<file path="config.mk">
export PLATFORM = sky130hd
export DESIGN_NAME = btn_debouncer_flat
export DESIGN_NICKNAME = d
export VERILOG_FILES = /design/src/rtl/btn_debouncer_if.sv /design/src/rtl/btn_debouncer.sv /design/src/flat_wrapper.sv
export SDC_FILE = /design/constraint.sdc
export NUM_CORES = 1
export LEC_CHECK = 0
export BUFFER_PORTS_ARGS = -buffer_cell sky130_fd_sc_hd__buf_2
export CAP_MARGIN = 20
export CORE_MARGIN = 4
export CORE_UTILIZATION = 60
export CTS_CLUSTER_SIZE = 14
export DETAILED_ROUTE_END_ITERATION = 7
export PLACE_DENSITY = 0.84
export SYNTH_ARGS = -nofsm -noshare
export SYNTH_HDL_FRONTEND = slang
export SYNTH_SLANG_ARGS = --single-unit
</file>
<file path="constraint.sdc">
create_clock -name clk -period 2.61 [get_ports clk]
set_input_delay 0.522 -clock clk [delete_from_list [all_inputs] [get_ports clk]]
set_output_delay 0.522 -clock clk [all_outputs]
set_load 0.01 [all_outputs]
</file>
<file path="src/rtl/btn_debouncer_if.sv">
// Button debouncer bus: raw buttons in, debounced level and event pulses out.
// No valid/ready handshake: press/release_pulse/hold are single-cycle qualifiers, level is a steady state.
interface btn_debouncer_if #(
    parameter int N = 2
);
    logic [N-1:0]   btn;
    logic [N-1:0]   level;
    logic [N-1:0]   press;
    logic [N-1:0]   release_pulse;  // "release" is a reserved word
    logic [N-1:0]   hold;
    logic [2*N-1:0] state;          // per-channel FSM state, 2 bits each, for checkers

    modport master (
        output btn,
        input  level, press, release_pulse, hold, state
    );

    modport slave (
        input  btn,
        output level, press, release_pulse, hold, state
    );
endinterface

</file>
<file path="src/rtl/btn_debouncer.sv">
// N-channel button debouncer: 2-flop synchronizer, debounce FSM, press/release/hold pulses.
// Define BTN_LONG_PRESS_EN to enable the per-channel long-press (HOLD) counter.
module btn_debouncer #(
    parameter int N               = 2,
    parameter int DEBOUNCE_CYCLES = 120000,
    parameter int HOLD_CYCLES     = 12000000
) (
    input logic            clk,
    input logic            rs,
    btn_debouncer_if.slave bus
);
    localparam int             CW    = (DEBOUNCE_CYCLES > 2) ? $clog2(DEBOUNCE_CYCLES) : 1;
    localparam logic [CW-1:0]  C_MAX = CW'(DEBOUNCE_CYCLES - 1);

    typedef enum logic [1:0] {
        IDLE         = 2'd0,
        PRESS_WAIT   = 2'd1,
        PRESSED      = 2'd2,
        RELEASE_WAIT = 2'd3
    } state_t;

    if (DEBOUNCE_CYCLES < 2) begin : g_chk_db
        $error("DEBOUNCE_CYCLES must be 2 or more");
    end
    if (HOLD_CYCLES < 2) begin : g_chk_hold
        $error("HOLD_CYCLES must be 2 or more");
    end

    for (genvar i = 0; i < N; i++) begin : g_ch
        logic          sync1;
        logic          sync2;
        state_t        st;
        logic [CW-1:0] cnt;
        logic          level_r;
        logic          press_r;
        logic          rel_r;
        logic          hold_r;

        always_ff @(posedge clk) begin
            if (rs) begin
                sync1 <= 1'b0;
                sync2 <= 1'b0;
            end else begin
                sync1 <= bus.btn[i];
                sync2 <= sync1;
            end
        end

        // Pulses default low each cycle, so a pulse only follows a fresh transition.
        always_ff @(posedge clk) begin
            if (rs) begin
                st      <= IDLE;
                cnt     <= '0;
                level_r <= 1'b0;
                press_r <= 1'b0;
                rel_r   <= 1'b0;
            end else begin
                press_r <= 1'b0;
                rel_r   <= 1'b0;
                case (st)
                    IDLE: begin
                        if (sync2) begin
                            st  <= PRESS_WAIT;
                            cnt <= '0;
                        end
                    end
                    PRESS_WAIT: begin
                        if (!sync2) begin
                            st <= IDLE;
                        end else if (cnt == C_MAX) begin
                            st      <= PRESSED;
                            level_r <= 1'b1;
                            press_r <= 1'b1;
                        end else begin
                            cnt <= cnt + CW'(1);
                        end
                    end
                    PRESSED: begin
                        if (!sync2) begin
                            st  <= RELEASE_WAIT;
                            cnt <= '0;
                        end
                    end
                    RELEASE_WAIT: begin
                        if (sync2) begin
                            st <= PRESSED;
                        end else if (cnt == C_MAX) begin
                            st      <= IDLE;
                            level_r <= 1'b0;
                            rel_r   <= 1'b1;
                        end else begin
                            cnt <= cnt + CW'(1);
                        end
                    end
                    default: st <= IDLE;
                endcase
            end
        end

`ifdef BTN_LONG_PRESS_EN
        localparam int            HW    = (HOLD_CYCLES > 2) ? $clog2(HOLD_CYCLES) : 1;
        localparam logic [HW-1:0] H_MAX = HW'(HOLD_CYCLES - 1);

        logic [HW-1:0] hcnt;
        logic          hold_done;

        // Counter restarts whenever the button is not debounced-down; it saturates at
        // H_MAX and hold_done keeps the pulse to one per press.
        always_ff @(posedge clk) begin
            if (rs) begin
                hcnt      <= '0;
                hold_done <= 1'b0;
                hold_r    <= 1'b0;
            end else begin
                hold_r <= 1'b0;
                if (st == IDLE || st == PRESS_WAIT) begin
                    hcnt      <= '0;
                    hold_done <= 1'b0;
                end else if (hcnt != H_MAX) begin
                    hcnt <= hcnt + HW'(1);
                end else if (!hold_done) begin
                    hold_r    <= 1'b1;
                    hold_done <= 1'b1;
                end
            end
        end
`else
        assign hold_r = 1'b0;
`endif

        assign bus.level[i]          = level_r;
        assign bus.press[i]          = press_r;
        assign bus.release_pulse[i]  = rel_r;
        assign bus.hold[i]           = hold_r;
        assign bus.state[2*i +: 2]   = st;
    end
endmodule

</file>
<file path="src/flat_wrapper.sv">
// flat-port wrapper written by rule: the top's interface ports become plain ports
module btn_debouncer_flat 
#(
    parameter int N               = 2,
    parameter int DEBOUNCE_CYCLES = 120000,
    parameter int HOLD_CYCLES     = 12000000
)
  (clk, rs, bus_btn, bus_level, bus_press, bus_release_pulse, bus_hold, bus_state);
  btn_debouncer_if #(.N(N)) bus_i ();
  input logic clk;
  input logic rs;
  input wire logic [$bits(bus_i.btn)-1:0] bus_btn;
  output wire logic [$bits(bus_i.level)-1:0] bus_level;
  output wire logic [$bits(bus_i.press)-1:0] bus_press;
  output wire logic [$bits(bus_i.release_pulse)-1:0] bus_release_pulse;
  output wire logic [$bits(bus_i.hold)-1:0] bus_hold;
  output wire logic [$bits(bus_i.state)-1:0] bus_state;
  assign bus_i.btn = bus_btn;
  assign bus_level = bus_i.level;
  assign bus_press = bus_i.press;
  assign bus_release_pulse = bus_i.release_pulse;
  assign bus_hold = bus_i.hold;
  assign bus_state = bus_i.state;
  btn_debouncer #(.N(N), .DEBOUNCE_CYCLES(DEBOUNCE_CYCLES), .HOLD_CYCLES(HOLD_CYCLES)) u_core (.clk(clk), .rs(rs), .bus(bus_i));
endmodule
</file>
* Word level (Yosys, flattened, before mapping)
Index checks and enable logic that the tools add are counted.
Storage, ports and cells: register bits after elaboration 48, bits of input ports 4, output and inout port bits 12, logic and storage cells 98
Cells by class: add/subtract/negate cells 2, equal/unequal tests 24, muxes and demuxes 38, bitwise logic cells 6, reduce and logical (&&, ||, !) cells 14
Operators by type and width (count):
- 2-to-1 mux 17 bit | 10
- case mux 17 bit (4 select lines) | 2
- adder 17 x 1 -> 17 bit, second input constant | 2
- equality test 17 bit, second input constant | 2
- 2-to-1 mux 2 bit | 12
- != test 2 x 1 -> 1 bit, second input constant | 8
- case mux 2 bit (4 select lines) | 2
- AND reduction 4 bit | 4
- OR reduction 3 bit | 4
- 2-to-1 mux 1 bit | 10
- AND reduction 5 bit | 2
- equality test 2 bit, second input constant | 4
- != test 2 bit, second input constant | 4
- != test 3 x 1 -> 1 bit, second input constant | 2
- != test 3 bit, second input constant | 2
- NOT 1 bit | 6
- equality test 2 x 1 -> 1 bit, second input constant | 2
- logical NOT 2 bit | 2
- case mux 1 bit (2 select lines) | 2
- nonzero test 2 bit | 2

* Logic depth before layout (Yosys ltp)
word-level depth 4, mapped depth 6, depth with buffers taken out 5

* Least setup slack after synthesis
No wires, ideal clock.
path kind register to register, start point register u_core.g_ch[0].cnt[9], end point register u_core.g_ch[0].cnt[8], setup time 0.056 ns, arrival time 1.763 ns, required time 2.554 ns, slack 0.790 ns, stages on the path, launching flop included 5, path through dfxtp_1 or4b_4 or4_4 a41oi_2 o22a_2
Between the ends: cells in the longest elaborated chain, start to end 4
RTL lines:
- start, declared | RTL line btn_debouncer.sv:33 | logic [CW-1:0] cnt;
- start signal, assigned | RTL line btn_debouncer.sv:75 | cnt <= cnt + CW'(1);
- start signal, assigned | RTL line btn_debouncer.sv:92 | cnt <= cnt + CW'(1);
- equality test 17 bit * | RTL line btn_debouncer.sv:70, btn_debouncer.sv:87
- 2-to-1 mux 17 bit *
- 2-to-1 mux 17 bit, on equally long branches
- case mux 17 bit (4 select lines) *
Every way passes the cells marked *; elsewhere a longest branch is shown, timed or not. The select of a mux whose other input is x is not followed. A chain may end at the register's enable or synchronous reset.

* Worst setup path in the final report
start point register u_core.g_ch[0].cnt[12], end point register u_core.g_ch[0].cnt[2]
Same word-level chain as after synthesis.

==> metrics.txt <==
outcome completed; WP data required 2830 ps; Min-Delay Path Class input pin to flip-flop; switching pwr 276 µW; post-CTS resize count 0; gr usage total 19.6%; Post-Synth XOR/XNOR Area 3.15%; R2R Setup Slk 630 ps; antenna cells 0; slew of the pin with the lowest slew margin 600 ps; Rel. slew slack 60.0%; post-synth cell types 58; Synth Area in Compound Gates 15.4%; Leakage 0.838 nW; crit path time final 1980 ps; Final Hold Viols 0; Area after DPL 2470 µm²; design area 2570 µm²; port bufs 13; Worst setup SP type flip-flop; Die Ht 72.0 µm; worst r2r src u_core.g_ch[0].cnt[12]$_SDFFE_PP0P_; CP max-delay cell nor4_4; Row Count 23; Starting Density 61.9%; Post-DP HPWL 3430 µm; cts-stage hold buffer count 0; CTS Root Buffer Type clkbuf_8; DR vias 2,030; clk_lat worst skew 300 ps; Yosys reg bits 48; Die Width 72.0 µm; DR pass1 iterations 4; largest net degree at the start of global routing 29; Clock Skews 6.10 ps; placer congestion estimate 0.872; fin util 64.7%; Final ANT Viol Nets 0; worst hold slack 428 ps; slowest cell delay on critical path 560 ps; Seq pwr share 58.8%; Synth Area in Simple Gates 31.7%; H-tree levels 2; Routed WL per cell 14.3 µm; Setup Buffers After CTS 0; yosys warns 0; via-per-instance ratio 6.10; ys flop type dfxtp_1; final wirelength 4750 µm; CTS sink cnt 48; final worst slack 634 ps; Critical Path Sink Type flip-flop; Hold Crit Start bus_btn[1]; register area share after synthesis 39.1%; first-pass GRT wire length 8210 µm; RSZ-0062 raised after global routing false; PwrDens 495 nW/µm²; Max Freq 506 MHz; total grt overflow 0; Cells after Synth 278; 1st-iter DRT viols 152; max-slew violation count 0; mux cell area share after synthesis 3.36%; largest family of logic cells by synthesized area simple AND/OR/NAND/NOR gates; Setup-failing EPs final 0; Sw Ratio 21.8%; nets@finish 289; share of flip-flops with an asynchronous set or reset 0%; Int Power 994 µW; largest vdd supply drop 269 µV; final setup TNS 0 ps; Fillers 345; cell area after synthesis 2460 µm²; Area Growth Syn to Fin 4.37%; Hold Path Depth 2; CTS tree yes; post-layout power 1.27 mW; Comb power frac 4.2%; Crit Path Max Fanout 10; synthesized area per cell 8.85 µm²; Top Ports 16; Final Instance Count excl. Fillers 333; worst r2r path cells 4; clk slew on worst S/H paths 80 ps; TritonCTS Buffers 5; DRC 0; Setup Slack @ Placement 665 ps; core area 3970 µm²; Clock power frac 37.0%; commonest cells after routing, fill and taps aside dfxtp_1 (48), nand2_1 (24), a21oi_1 (20); critical-path cell list or4b_4 -> nor4_4 -> a21oi_2 -> a311oi_2; CP arrival 2190 ps; WS Path Type flip-flop to flip-flop; Clock Path Buffers 2; Post-Synth Adder-Cell Area 1.02%; initial antenna violation count 0; fin crit share 75.7%; Placed Instances 326; commonest non-fill, non-tap cell in the layout dfxtp_1; vias in the first global route 1,801; CP bufs+invs 0; number of synthesized flops with an enable pin 0; fraction of layout cells with a size suffix above 1 13.4%; Die Area 5190 µm²; r2r endpoint u_core.g_ch[0].cnt[2]$_SDFFE_PP0P_; Worst path top cell family by delay simple AND/OR/NAND/NOR gates; MaxCap Viol Count 0; Worst Hold Path EP u_core.g_ch[1].sync1$_SDFF_PP0_
## logic make-up after synthesis
kind of cell	Yosys count
and+or+nand+nor	129
AOI/OAI and AO/OA	59
DFF	48
buffers and inverters	23
xor gates and xnor gates	8
muxes	8
adders and majority gates	2
other	1
## flip-flops by register name (all words and copies together), names as in the netlist, named ones only
register and count:
u_core.g_ch.cnt 34, u_core.g_ch.level_r 2, u_core.g_ch.press_r 2, u_core.g_ch.rel_r 2
u_core.g_ch.st 2, u_core.g_ch.sync1 2, u_core.g_ch.sync2 2
## cells in the mapped netlist, types with 2 or more instances
cell type  number  share of area, %
a21oi_1        20               4.1
or3_1          11               2.8
nand3b_1        2              0.61
nor4_1          6               1.5
dfxtp_1        48                39
mux2i_1         6               2.4
xnor2_1         6               2.1
nand3_1        15               3.1
nor2_1          9               1.4
and3_1          2              0.51
or2_2           2              0.51
nor4b_1         3               1.1
nand4_1        11               2.8
buf_6           3               1.4
nor3_1          2              0.41
ha_1            2               1.0
mux2_2          2              0.92
buf_4           8               2.4
or4_1           8               2.4
o31ai_1         5               1.5
clkbuf_1        4              0.61
o211ai_1        2              0.61
a31oi_1         3              0.76
nor2b_1         6               1.5
nand2b_1       11               2.8
and4_1          3               1.1
nand2_1        24               3.7
o21ai_0        16               3.3
nor3b_1         3              0.92
and2_1          2              0.51
inv_1           6              0.92
## how the worst max path moves through the flow
stage / from / endpoint / slack [ps] / cells after the start
6_report: u_core.g_ch[0].cnt[12]$_SDFFE_PP0P_ / u_core.g_ch[0].cnt[2]$_SDFFE_PP0P_ / 630 / 4
5_1_grt: u_core.g_ch[0].cnt[12]$_SDFFE_PP0P_ / u_core.g_ch[0].press_r$_SDFF_PP0_ / 510 / 4
4_1_cts: u_core.g_ch[0].cnt[9]$_SDFFE_PP0P_ / u_core.g_ch[0].cnt[2]$_SDFFE_PP0P_ / 640 / 4
3_5_place_dp: u_core.g_ch[0].cnt[9]$_SDFFE_PP0P_ / u_core.g_ch[0].cnt[2]$_SDFFE_PP0P_ / 670 / 4
3_3_place_gp: u_core.g_ch[0].cnt[9]$_SDFFE_PP0P_ / u_core.g_ch[0].cnt[2]$_SDFFE_PP0P_ / 720 / 4
2_1_floorplan: u_core.g_ch[0].cnt[9]$_SDFFE_PP0P_ / u_core.g_ch[0].cnt[8]$_SDFFE_PP0P_ / 790 / 4
## metal layers
layer | vias to the layer above | wire length, µm | track usage, %
met5 | - | 0 | 0
met4 | 0 | 57 | 5.85
met3 | 7 | 329 | 4.99
met2 | 66 | 2040 | 29.4
met1 | 920 | 2320 | 28.0
li1 | 1037 | - | -
## power groups by stage
stage / clock, mW / combinational, mW / sequential (mW)
floorplan: 0 / 0.0499 / 0.761
global placement: 0 / 0.0531 / 0.763
detailed placement: 0 / 0.0537 / 0.763
CTS: 0.485 / 0.0538 / 0.746
global route: 0.504 / 0.0596 / 0.747
finish: 0.470 / 0.0539 / 0.746
## cell type report
class                           instances  area, µm²  area share (%)
Inverter                                6       22.5           0.877
Clock buffer                            7       96.3            3.75
Timing Repair Buffer                   14       72.6            2.83
Sequential cell                        48        961            37.4
Tap cell                               50       62.6            2.44
Multi-Input combinational cell        208       1350            52.7
No activity file was read; power rests on OpenSTA's default activity.
